==> config.mk <==
export PLATFORM = sky130hd
export DESIGN_NAME = cu_issue_sequencer
export DESIGN_NICKNAME = d
export VERILOG_FILES = /design/src/rtl/cu_pkg.sv /design/src/rtl/cu_hazard_detect.sv /design/src/rtl/cu_issue_sequencer.sv
export SDC_FILE = /design/constraint.sdc
export NUM_CORES = 1
export LEC_CHECK = 0
export CAP_MARGIN = 40
export CORE_UTILIZATION = 46
export CTS_BUF_LIST = sky130_fd_sc_hd__clkbuf_8
export CTS_CLUSTER_DIAMETER = 40
export DETAILED_ROUTE_END_ITERATION = 16
export GPL_ROUTABILITY_DRIVEN = 0
export PLACE_DENSITY = 0.83
export SYNTH_ARGS = -nofsm -noshare
export SYNTH_HDL_FRONTEND = slang
export SYNTH_SLANG_ARGS = --single-unit
==> constraint.sdc <==
create_clock -name soc_clk -period 3.2 [get_ports soc_clk]
set_input_delay 0.32 -clock soc_clk [delete_from_list [all_inputs] [get_ports soc_clk]]
set_output_delay 0.32 -clock soc_clk [all_outputs]
set_load 0.01 [all_outputs]
==> src/rtl/cu_pkg.sv <==
`default_nettype none
// +----------------------------------------------------------------------------+
// | Package     : cu_pkg                                                       |
// | Description : Shared types and constants for the CU issue sequencer:       |
// |               instruction classes, sequencer states, forwarding codes and  |
// |               the PC step size.                                            |
// | Revision    : 1.0  initial release                                         |
// +----------------------------------------------------------------------------+
package cu_pkg;

    typedef enum logic [2:0] {
        ALU    = 3'd0,
        LOAD   = 3'd1,
        STORE  = 3'd2,
        BRANCH = 3'd3,
        JAL    = 3'd4,
        JALR   = 3'd5,
        SYSTEM = 3'd6
    } instr_class_e;

    typedef enum logic [2:0] {
        IDLE   = 3'd0,
        ISSUE  = 3'd1,
        EXEC   = 3'd2,
        WB     = 3'd3,
        JSTALL = 3'd4,
        HALT   = 3'd5
    } seq_state_e;

    localparam logic [1:0] FWD_NONE = 2'b00;
    localparam logic [1:0] FWD_RS1  = 2'b01;
    localparam logic [1:0] FWD_RS2  = 2'b10;
    localparam logic [1:0] FWD_BOTH = 2'b11;

    localparam int unsigned PC_STEP = 4;

    // Classes that produce a register result (JAL/JALR write the link address).
    function automatic logic class_writes_rd(input instr_class_e cls);
        return (cls == ALU) || (cls == LOAD) || (cls == JAL) || (cls == JALR);
    endfunction

endpackage : cu_pkg
`default_nettype wire

==> src/rtl/cu_hazard_detect.sv <==
`default_nettype none
// +----------------------------------------------------------------------------+
// | Module      : cu_hazard_detect                                             |
// | Description : Combinational RAW check of the incoming source registers     |
// |               against the destination of the last retired instruction.    |
// | Ports       : rs1, rs2   in  5  source register indices                     |
// |               last_rd    in  5  destination of last retirement (0 = none)  |
// |               fwd_sel    out 2  FWD_NONE / FWD_RS1 / FWD_RS2 / FWD_BOTH     |
// | Revision    : 1.0  initial release                                         |
// +----------------------------------------------------------------------------+
module cu_hazard_detect
    import cu_pkg::*;
(
    input  logic [4:0] rs1,
    input  logic [4:0] rs2,
    input  logic [4:0] last_rd,
    output logic [1:0] fwd_sel
);

    logic w_rs1_hit;
    logic w_rs2_hit;

    // x0 is hardwired zero, so it never needs forwarding.
    assign w_rs1_hit = (rs1 == last_rd) && (last_rd != 5'd0);
    assign w_rs2_hit = (rs2 == last_rd) && (last_rd != 5'd0);

    always_comb begin
        fwd_sel = FWD_NONE;
        case ({w_rs2_hit, w_rs1_hit})
            2'b01:   fwd_sel = FWD_RS1;
            2'b10:   fwd_sel = FWD_RS2;
            2'b11:   fwd_sel = FWD_BOTH;
            default: fwd_sel = FWD_NONE;
        endcase
    end

endmodule : cu_hazard_detect
`default_nettype wire

==> src/rtl/cu_issue_sequencer.sv <==
`default_nettype none
// +----------------------------------------------------------------------------+
// | Module      : cu_issue_sequencer                                           |
// | Description : Sequences decoded instructions from the IDU through the      |
// |               shared ALU one at a time: ISSUE drives the opcode, EXEC      |
// |               pulses alu_start and waits for alu_done, then WB writes the  |
// |               result or JSTALL issues the PC redirect (plus link write).  |
// |               Halts on SYSTEM, ALU fault, ALU timeout or PC overrun.       |
// | Ports       : soc_clk, reset (sync, active-high)                            |
// |               IDU_ready/cu_accept  instruction handshake                    |
// |               instr_class, alu_op_in, rd, rs1, rs2  decoded instruction    |
// |               alu_op_out, alu_start / alu_done, alu_result, branch_taken,  |
// |               alu_err              ALU interface                            |
// |               wb_en, wb_addr, wb_data  register write port                  |
// |               fwd_sel              RAW forwarding flags                     |
// |               pc_redirect, pc_target, cu_pc  program counter                |
// |               halt, err            sticky status                            |
// |               perf_retired, perf_stall  performance counters               |
// | Config      : CU_SEQ_PERF_EN enables the performance counters; otherwise   |
// |               the perf ports read as zero and no counter flops exist.      |
// | Revision    : 1.0  initial release                                         |
// +----------------------------------------------------------------------------+
module cu_issue_sequencer
    import cu_pkg::*;
#(
    parameter int unsigned XLEN        = 32,
    parameter int unsigned ALU_TIMEOUT = 8,
    parameter int unsigned PC_LIMIT    = 512
) (
    input  logic              soc_clk,
    input  logic              reset,
    input  logic              IDU_ready,
    output logic              cu_accept,
    input  instr_class_e      instr_class,
    input  logic [4:0]        alu_op_in,
    input  logic [4:0]        rd,
    input  logic [4:0]        rs1,
    input  logic [4:0]        rs2,
    output logic [4:0]        alu_op_out,
    output logic              alu_start,
    input  logic              alu_done,
    input  logic [XLEN-1:0]   alu_result,
    input  logic              branch_taken,
    input  logic              alu_err,
    output logic              wb_en,
    output logic [4:0]        wb_addr,
    output logic [XLEN-1:0]   wb_data,
    output logic [1:0]        fwd_sel,
    output logic              pc_redirect,
    output logic [XLEN-1:0]   pc_target,
    output logic [XLEN-1:0]   cu_pc,
    output logic              halt,
    output logic              err,
    output logic [31:0]       perf_retired,
    output logic [31:0]       perf_stall
);

    localparam int unsigned           c_cnt_w    = $clog2(ALU_TIMEOUT + 1);
    localparam logic [c_cnt_w-1:0]    c_tmo_max  = c_cnt_w'(ALU_TIMEOUT);
    localparam logic [XLEN-1:0]       c_pc_limit = XLEN'(PC_LIMIT);
    localparam logic [XLEN-1:0]       c_pc_step  = XLEN'(PC_STEP);

    seq_state_e          r_state;
    seq_state_e          w_state_nxt;
    instr_class_e        r_cls;
    logic [4:0]          r_op;
    logic [4:0]          r_rd;
    logic [4:0]          r_last_rd;
    logic [1:0]          r_fwd_sel;
    logic [XLEN-1:0]     r_result;
    logic [XLEN-1:0]     r_pc;
    logic [c_cnt_w-1:0]  r_tmo_cnt;
    logic                r_err;

    logic                w_accept_hs;
    logic [1:0]          w_fwd_sel;
    logic                w_takes_redirect;
    logic [XLEN-1:0]     w_target;
    logic                w_commit;
    logic                w_link_cls;
    logic [XLEN-1:0]     w_pc_nxt;
    logic                w_pc_load;
    logic                w_fault;

    cu_hazard_detect u_hazard_detect (
        .rs1     (rs1),
        .rs2     (rs2),
        .last_rd (r_last_rd),
        .fwd_sel (w_fwd_sel)
    );

    // Gating with reset keeps the IDU from handing over an instruction
    // that the sequencer would drop while being reset.
    assign cu_accept   = (r_state == IDLE) && !reset;
    assign w_accept_hs = IDU_ready && cu_accept;

    assign w_link_cls       = (r_cls == JAL) || (r_cls == JALR);
    assign w_takes_redirect = w_link_cls || ((r_cls == BRANCH) && branch_taken);
    // JALR targets are halfword-aligned by clearing bit 0.
    assign w_target         = (r_cls == JALR) ? {r_result[XLEN-1:1], 1'b0} : r_result;

    // A fault seen in the commit cycle pre-empts the commit itself.
    assign w_commit = ((r_state == WB) || (r_state == JSTALL)) && !alu_err;

    //--------------------------------------------------------------------------
    // Next-state logic
    //--------------------------------------------------------------------------
    always_comb begin
        w_state_nxt = r_state;
        w_pc_nxt    = r_pc;
        w_pc_load   = 1'b0;
        w_fault     = 1'b0;
        case (r_state)
            IDLE: begin
                if (w_accept_hs) begin
                    w_state_nxt = (instr_class == SYSTEM) ? HALT : ISSUE;
                end
            end
            ISSUE: begin
                if (alu_err) begin
                    w_state_nxt = HALT;
                    w_fault     = 1'b1;
                end else begin
                    w_state_nxt = EXEC;
                end
            end
            EXEC: begin
                // Fault beats a simultaneous result; a result on the timeout
                // cycle itself is still accepted.
                if (alu_err) begin
                    w_state_nxt = HALT;
                    w_fault     = 1'b1;
                end else if (alu_done) begin
                    w_state_nxt = w_takes_redirect ? JSTALL : WB;
                end else if (r_tmo_cnt == c_tmo_max) begin
                    w_state_nxt = HALT;
                    w_fault     = 1'b1;
                end
            end
            WB, JSTALL: begin
                if (alu_err) begin
                    w_state_nxt = HALT;
                    w_fault     = 1'b1;
                end else begin
                    w_pc_load = 1'b1;
                    w_pc_nxt  = (r_state == WB) ? (r_pc + c_pc_step) : w_target;
                    // The overrun is reported together with the offending PC.
                    if (w_pc_nxt >= c_pc_limit) begin
                        w_state_nxt = HALT;
                        w_fault     = 1'b1;
                    end else begin
                        w_state_nxt = IDLE;
                    end
                end
            end
            HALT: begin
                w_state_nxt = HALT;
            end
            default: begin
                w_state_nxt = IDLE;
            end
        endcase
    end

    //--------------------------------------------------------------------------
    // State and datapath registers
    //--------------------------------------------------------------------------
    always_ff @(posedge soc_clk) begin
        if (reset) begin
            r_state   <= IDLE;
            r_cls     <= ALU;
            r_op      <= 5'd0;
            r_rd      <= 5'd0;
            r_last_rd <= 5'd0;
            r_fwd_sel <= FWD_NONE;
            r_result  <= '0;
            r_pc      <= '0;
            r_tmo_cnt <= '0;
            r_err     <= 1'b0;
        end else begin
            r_state <= w_state_nxt;

            if (w_accept_hs) begin
                r_cls     <= instr_class;
                r_op      <= alu_op_in;
                r_rd      <= rd;
                r_fwd_sel <= w_fwd_sel;
            end

            if ((r_state == EXEC) && alu_done) begin
                r_result <= alu_result;
            end

            // Counts EXEC cycles since alu_start; zero outside EXEC.
            if (r_state == EXEC) begin
                r_tmo_cnt <= r_tmo_cnt + c_cnt_w'(1);
            end else begin
                r_tmo_cnt <= '0;
            end

            if (w_pc_load) begin
                r_pc <= w_pc_nxt;
            end

            // A redirect invalidates the forwarding source.
            if (w_commit) begin
                r_last_rd <= (r_state == JSTALL) ? 5'd0 : r_rd;
            end

            if (w_fault) begin
                r_err <= 1'b1;
            end
        end
    end

    //--------------------------------------------------------------------------
    // Outputs
    //--------------------------------------------------------------------------
    always_comb begin
        alu_op_out  = 5'd0;
        alu_start   = 1'b0;
        wb_en       = 1'b0;
        wb_addr     = 5'd0;
        wb_data     = '0;
        pc_redirect = 1'b0;
        pc_target   = '0;

        if ((r_state == ISSUE) || (r_state == EXEC)) begin
            alu_op_out = r_op;
        end
        if ((r_state == EXEC) && (r_tmo_cnt == '0)) begin
            alu_start = 1'b1;
        end

        if (w_commit && (r_rd != 5'd0)) begin
            if ((r_state == WB) && class_writes_rd(r_cls)) begin
                wb_en   = 1'b1;
                wb_addr = r_rd;
                wb_data = r_result;
            end else if ((r_state == JSTALL) && w_link_cls) begin
                wb_en   = 1'b1;
                wb_addr = r_rd;
                wb_data = r_pc + c_pc_step;
            end
        end

        if (w_commit && (r_state == JSTALL)) begin
            pc_redirect = 1'b1;
            pc_target   = w_target;
        end
    end

    assign fwd_sel = r_fwd_sel;
    assign cu_pc   = r_pc;
    assign halt    = (r_state == HALT);
    assign err     = r_err;

    //--------------------------------------------------------------------------
    // Performance counters
    //--------------------------------------------------------------------------
`ifdef CU_SEQ_PERF_EN
    logic [31:0] r_perf_retired;
    logic [31:0] r_perf_stall;
    logic        w_stall_cycle;

    assign w_stall_cycle = (r_state == ISSUE) || (r_state == EXEC) || (r_state == JSTALL);

    always_ff @(posedge soc_clk) begin
        if (reset) begin
            r_perf_retired <= '0;
            r_perf_stall   <= '0;
        end else begin
            if (w_commit && (r_perf_retired != '1)) begin
                r_perf_retired <= r_perf_retired + 32'd1;
            end
            if (w_stall_cycle && (r_perf_stall != '1)) begin
                r_perf_stall <= r_perf_stall + 32'd1;
            end
        end
    end

    assign perf_retired = r_perf_retired;
    assign perf_stall   = r_perf_stall;
`else
    assign perf_retired = 32'd0;
    assign perf_stall   = 32'd0;
`endif

endmodule : cu_issue_sequencer
`default_nettype wire

Word level (Yosys, flattened, before mapping)
Cells that the tools add are included.

$lt $le $gt $ge: 1. Muxes and demuxes: 36. Bitwise gates (word level): 2. Add/sub/neg operators: 2. Reductions and logical operators: 30. Eq/ne operators: 18.

Operator list (number): 2-to-1 mux 32 bit (5); adder 32 x 3 -> 32 bit, second input constant (1); >= comparator 32 x 10 -> 1 bit, second input constant (1); 2-to-1 mux 3 bit (9); 2-to-1 mux 5 bit (5); == test 3 bit, second input constant (5); case mux 3 bit (5 select lines) (1); 2-to-1 mux 1 bit (14); logical AND 1 bit (12); == test 5 bit (2); nonzero test 5 bit (2); == test 3 x 2 -> 1 bit, second input constant (3); logical OR 1 bit (7); == test 3 x 1 -> 1 bit, second input constant (2); zero test 3 bit (2); case mux 2 bit (3 select lines) (1); adder 4 x 1 -> 4 bit, second input constant (1); == test 2 bit, second input constant (2); == test 4 bit, second input constant (1); zero test 4 bit (1); inequality test 4 bit, second input constant (1); OR reduction 2 bit (2); case mux 1 bit (3 select lines) (1); AND reduction 3 bit (1); other kinds (5) (7).

Input bits: 61. Bits in registers: 92.

Logic depth before layout (Yosys ltp)
Word-level depth: 7. Depth in mapped cells: 9.

Hierarchy
A second synthesis with hierarchy kept.

Cells, all modules: 851. Area total of the unflattened synthesis: 6055.8 um2.

Modules (own cells, without submodules): cu_issue_sequencer (instances 1, cells an instance 835, seq. area each 1841.8 um2, area an instance 5934.4 um2); cu_hazard_detect (instances 1, cells an instance 16, seq. area each 0.0 um2, area an instance 121.4 um2).

Worst setup path before layout
Ideal clock, no wire load.

Path kind: register to register. Start point: register r_pc[2] (netlist: cu_pc[2]). End point: register r_err (netlist: err). Arrival: 2720 ps. Path slack: 347 ps. Cell stages (with the launch flop): 10. Library setup time: 133 ps. Path through: dfxtp_1 -> ha_1 -> nand4_4 -> or3_1 -> buf_6 -> or4_4 -> a211oi_2 -> o211ai_1 -> nor4_2 -> a31oi_1.

Word-level cells in the longest chain between the ends: 6.

RTL lines: start, declared (line cu_issue_sequencer.sv:71) `logic [XLEN-1:0] r_pc;`; start signal, assigned (line cu_issue_sequencer.sv:202) `r_pc <= w_pc_nxt;`; adder 32 x 3 -> 32 bit (line cu_issue_sequencer.sv:146) `w_pc_nxt = (r_state == WB) ? (r_pc + c_pc_step) : w_target;`; 2-to-1 mux 32 bit (line cu_issue_sequencer.sv:146); >= comparator 32 x 10 -> 1 bit (line cu_issue_sequencer.sv:148) `if (w_pc_nxt >= c_pc_limit) begin`; 2-to-1 mux 1 bit (line cu_issue_sequencer.sv:148); 2-to-1 mux 1 bit (line cu_issue_sequencer.sv:141) `if (alu_err) begin`; case mux 1 bit (3 select lines) (line cu_issue_sequencer.sv:113) `case (r_state)`; end signal, assigned (line cu_issue_sequencer.sv:179) `r_err <= 1'b0;`; end signal, assigned (line cu_issue_sequencer.sv:211) `r_err <= 1'b1;`; end, declared (line cu_issue_sequencer.sv:73) `logic r_err;`.

No other way between the ends. A chain may end at the register's enable or synchronous reset.

Worst setup path after layout
Start point: register r_pc[3] (netlist: cu_pc[3]). End point: output wb_data[16].

Word-level cells in the longest chain between the ends: 4.

RTL lines: adder 32 x 3 -> 32 bit (line cu_issue_sequencer.sv:243) `wb_data = r_pc + c_pc_step;`; 2-to-1 mux 32 bit (line cu_issue_sequencer.sv:240) `end else if ((r_state == JSTALL) && w_link_cls) begin`; 2-to-1 mux 32 bit (line cu_issue_sequencer.sv:236) `if ((r_state == WB) && class_writes_rd(r_cls)) begin`; 2-to-1 mux 32 bit (line cu_issue_sequencer.sv:235) `if (w_commit && (r_rd != 5'd0)) begin`; end, declared (line cu_issue_sequencer.sv:47) `output logic [XLEN-1:0] wb_data,`.

No other way between the ends.

==> load_flow_metrics.sql <==
INSERT INTO impl_metrics (metric_group, metric, value, unit) VALUES
('run_status', 'outcome', 'finished, violations left', ''),
('run_status', 'violations_in_the_final_reports', 'design-rule violations', ''),
('logic_synthesis', 'ys_flop_type', 'sky130_fd_sc_hd__dfxtp_1', ''),
('layout', 'nets', '1091', ''),
('grt', 'first_global_vias', '6019', ''),
('route', 'ant_nets', '0', ''),
('route', 'via_per_inst', '5.52', ''),
('power', 'powerDensity', '366', 'mW/mm^2'),
('logic_synthesis', 'synth_most_common_cell', 'sky130_fd_sc_hd__nand2_1', ''),
('timing', 'report.final.hold_viol_count', '0', ''),
('timing', 'timing_max_transition_violations_final', '0', ''),
('floorplanning', 'die_height', '118', 'um'),
('timing', 'fin_crit', '3070', 'ps'),
('setup_path', 'critical_path.reg2reg.startpoint', 'cu_pc[3]', ''),
('setup_path', 'worst_setup_sp_type', 'register', ''),
('timing', 'setup_viol', '0', ''),
('route', 'route.vias.total', '6670', ''),
('layout', 'areaGrowthSynthToFinish', '32.3', '%'),
('grt', 'grt.total_usage', '0.282', ''),
('timing', 'finalClockSkew', '10.3', 'ps'),
('min_path', 'timing.hold.worst_path_depth', '2', ''),
('layout', 'fill_cells', '1205', ''),
('clock_tree', 'clock-root-buffer', 'sky130_fd_sc_hd__clkbuf_8', ''),
('place', 'port-buffer-count', '174', ''),
('timing', 'tns', '0', 'ps'),
('run', 'drv_cap', '0', ''),
('logic_synthesis', 'yosys.area.top_type', 'sky130_fd_sc_hd__dfxtp_1', ''),
('clock_tree', 'cts_tree', 'done', ''),
('place', 'hpwl', '14.4', 'mm'),
('logic_synthesis', 'mappedNetlistArea', '0.00621', 'mm^2'),
('floorplanning', 'pin_count', '239', ''),
('logic_synthesis', 'yosys-top-cells-count', '146 x sky130_fd_sc_hd__nand2_1, 101 x sky130_fd_sc_hd__nor2_1, 92 x sky130_fd_sc_hd__dfxtp_1', ''),
('logic_synthesis', 'ys_seq_area_frac', '0.297', ''),
('grt', 'overflow', '0', ''),
('timing', 'fin_crit_sh', '0.959', ''),
('logic_synthesis', 'synth.top_cell.area_share', '0.297', ''),
('setup_path', 'rr_endpoint', 'err', ''),
('clock_tree', 'htree_levels', '3', ''),
('route', 'drc_errors', '2', ''),
('logic_synthesis', 'ys_top_cells_by_area', 'sky130_fd_sc_hd__dfxtp_1 30%, sky130_fd_sc_hd__nand2_1 8.8%, sky130_fd_sc_hd__buf_4 7.7%', ''),
('setup_path', 'timing.critical_path.arrival', '2750', 'ps'),
('min_path', 'worstHoldStart', 'fwd_sel[1]', ''),
('timing', 'unrepaired_setup_endpoints_after_global_routing', 'no', ''),
('route', 'route.final.wire_length', '20.0', 'mm'),
('clock_tree', 'max-clock-path-buffers', '2', ''),
('logic_synthesis', 'postSynthCellCount', '872', ''),
('setup_path', 'rr_worst_depth', '8', ''),
('min_path', 'min_delay_worst_endpoint', 'fwd_sel[1]', ''),
('clock_tree', 'insertion_delay', '370', 'ps'),
('floorplanning', 'die_area', '0.0140', 'mm^2'),
('setup_path', 'regToRegSetupSlack', '430', 'ps'),
('setup_path', 'crit_path_max_incr_delay', '580', 'ps'),
('clock_tree', 'cts.reportedPaths.clkPinSlew', '100', 'ps'),
('logic_synthesis', 'synthArstFlopShare', '0', ''),
('power', 'power.leakage', '0.00303', 'uW'),
('power', 'design_power_total', '3010', 'uW'),
('layout', 'fraction_of_final_layout_cells_with_drive_strength_greater_than_1', '0.0959', ''),
('setup_path', 'worstPathRequired', '2880', 'ps'),
('timing', 'tightest_slew', '873', 'ps'),
('floorplanning', 'chip_width', '118', 'um'),
('setup_path', 'crit_path_max_fanout', '8', ''),
('min_path', 'hold_path_class', 'register to register', ''),
('setup_path', 'timing.setup.critical_path_class', 'register to primary output', ''),
('power', 'max-vdd-ir-drop', '0.000205', 'V'),
('timing', 'max_slew_margin', '0.418', ''),
('setup_path', 'end_kind', 'primary output', ''),
('timing', 'fmax', '0.326', 'GHz'),
('setup_path', 'critical_path.cell_chain', 'ha_4, nand4_4, nor4_1, xor2_1, a22oi_1, nor2_1, clkdlybuf4s50_1', ''),
('logic_synthesis', 'synth_cell_types', '60', ''),
('grt', 'antenna_found_initial', '0', ''),
('route', 'detailedRoute.firstPassIterationCount', '13', '');
where the power goes:
part / leakage (uW) / switching [uW] / total (uW) / internal, uW
Combinational: 0.00217 / 477 / 823 / 345
Sequential: 0.000753 / 122 / 1360 / 1240
Clock: 0.000100 / 457 / 823 / 366
layout make-up:
class	count	area, um^2	area share
Sequential cell	92	1870	0.227
Clock buffer	9	124	0.0151
Timing Repair Buffer	209	2000	0.244
Multi-Input combinational cell	700	3870	0.471
Tap cell	176	220	0.0268
Inverter	15	56.3	0.00686
Clock inverter	7	73.8	0.00899
cell families (layout without fill, tap and decap cells):
group | Yosys count | after routing | synth area share
simple gates | 411 | 411 | 0.323
compound gates | 185 | 185 | 0.194
buf+inv | 143 | 240 | 0.127
flops | 92 | 92 | 0.297
xor+xnor | 34 | 34 | 0.0480
fa+ha+maj | 3 | 3 | 0.00605
mux | 3 | 3 | 0.00504
other cells | 1 | 64 | 0.000604
metrics by stage:
stage               worst slack (ps)  area [um^2]  std cells  utilization
floorplan                        347         6440        935            -
global route                    13.9         8210       1208        0.623
detailed placement               188         7910       1188        0.600
global placement                 301         7910       1188        0.600
CTS                             4.23         8140       1205        0.617
finish                           132         8210       1208        0.623
per-layer routing:
metal,GRT usage,up-vias,share of wire
met5,0,-,0
met4,0.0938,0,0.022
met3,0.0666,34,0.11
met2,0.446,347,0.45
met1,0.375,3092,0.42
li1,-,3197,-
registers in the layout, indices dropped and copies added (netlist names):
name,count
r_tmo_cnt,4
err,1
r_state,3
fwd_sel,2
r_cls,3
r_rd,5
r_last_rd,5
cu_pc,32
r_result,32
r_op,5
how the worst max path moves through the flow:
stage                         from  slack [ps]           to
after CTS                 cu_pc[2]           4  wb_data[28]
after floorplan           cu_pc[2]         350          err
after detailed placement  cu_pc[3]         190          err
after global routing      cu_pc[9]          10  wb_data[16]
after global placement    cu_pc[3]         300  wb_data[28]
final                     cu_pc[3]         130  wb_data[16]
critical path: cells and delay by family (launching register included):
kind	cells	cell delay (ps)
adder cells (fa/ha/maj)	1	190
AND/OR/NAND/NOR	3	800
XOR/XNOR	1	310
AO/OA/AOI/OAI	1	110
buffers and inverters	1	580
flip-flops	1	390
repair_timing:
item                       4_1_cts  5_1_grt
setup endpoints to repair        8       23
gates resized for setup          8       23
hold buffers                     0        0
setup buffers                    1        3
pin swaps                        1        2
cells in the final DEF, fill, tap and decap left out, drive strengths merged, types with 5 or more instances in the layout:
master | Yosys | layout
clkdlybuf4s50 | 0 | 171
nand2 | 146 | 146
nor2 | 101 | 101
dfxtp | 92 | 92
conb | 1 | 64
a21oi | 60 | 60
and2 | 45 | 45
buf | 67 | 36
o21ai | 33 | 33
a22oi | 32 | 32
xnor2 | 20 | 20
nand3 | 20 | 20
nand3b | 17 | 17
nand4 | 17 | 17
inv | 15 | 17
xor2 | 14 | 14
o31ai | 10 | 10
a211oi | 10 | 10
nor3 | 10 | 10
nor4 | 10 | 10
clkbuf | 61 | 9
or4 | 7 | 7
and3 | 7 | 7
a31o | 6 | 6
and4 | 6 | 6
a31oi | 5 | 5
o221a | 5 | 5
nand2b | 5 | 5
o211ai | 5 | 5
or3 | 5 | 5
(Power assumes the default switching activity.)
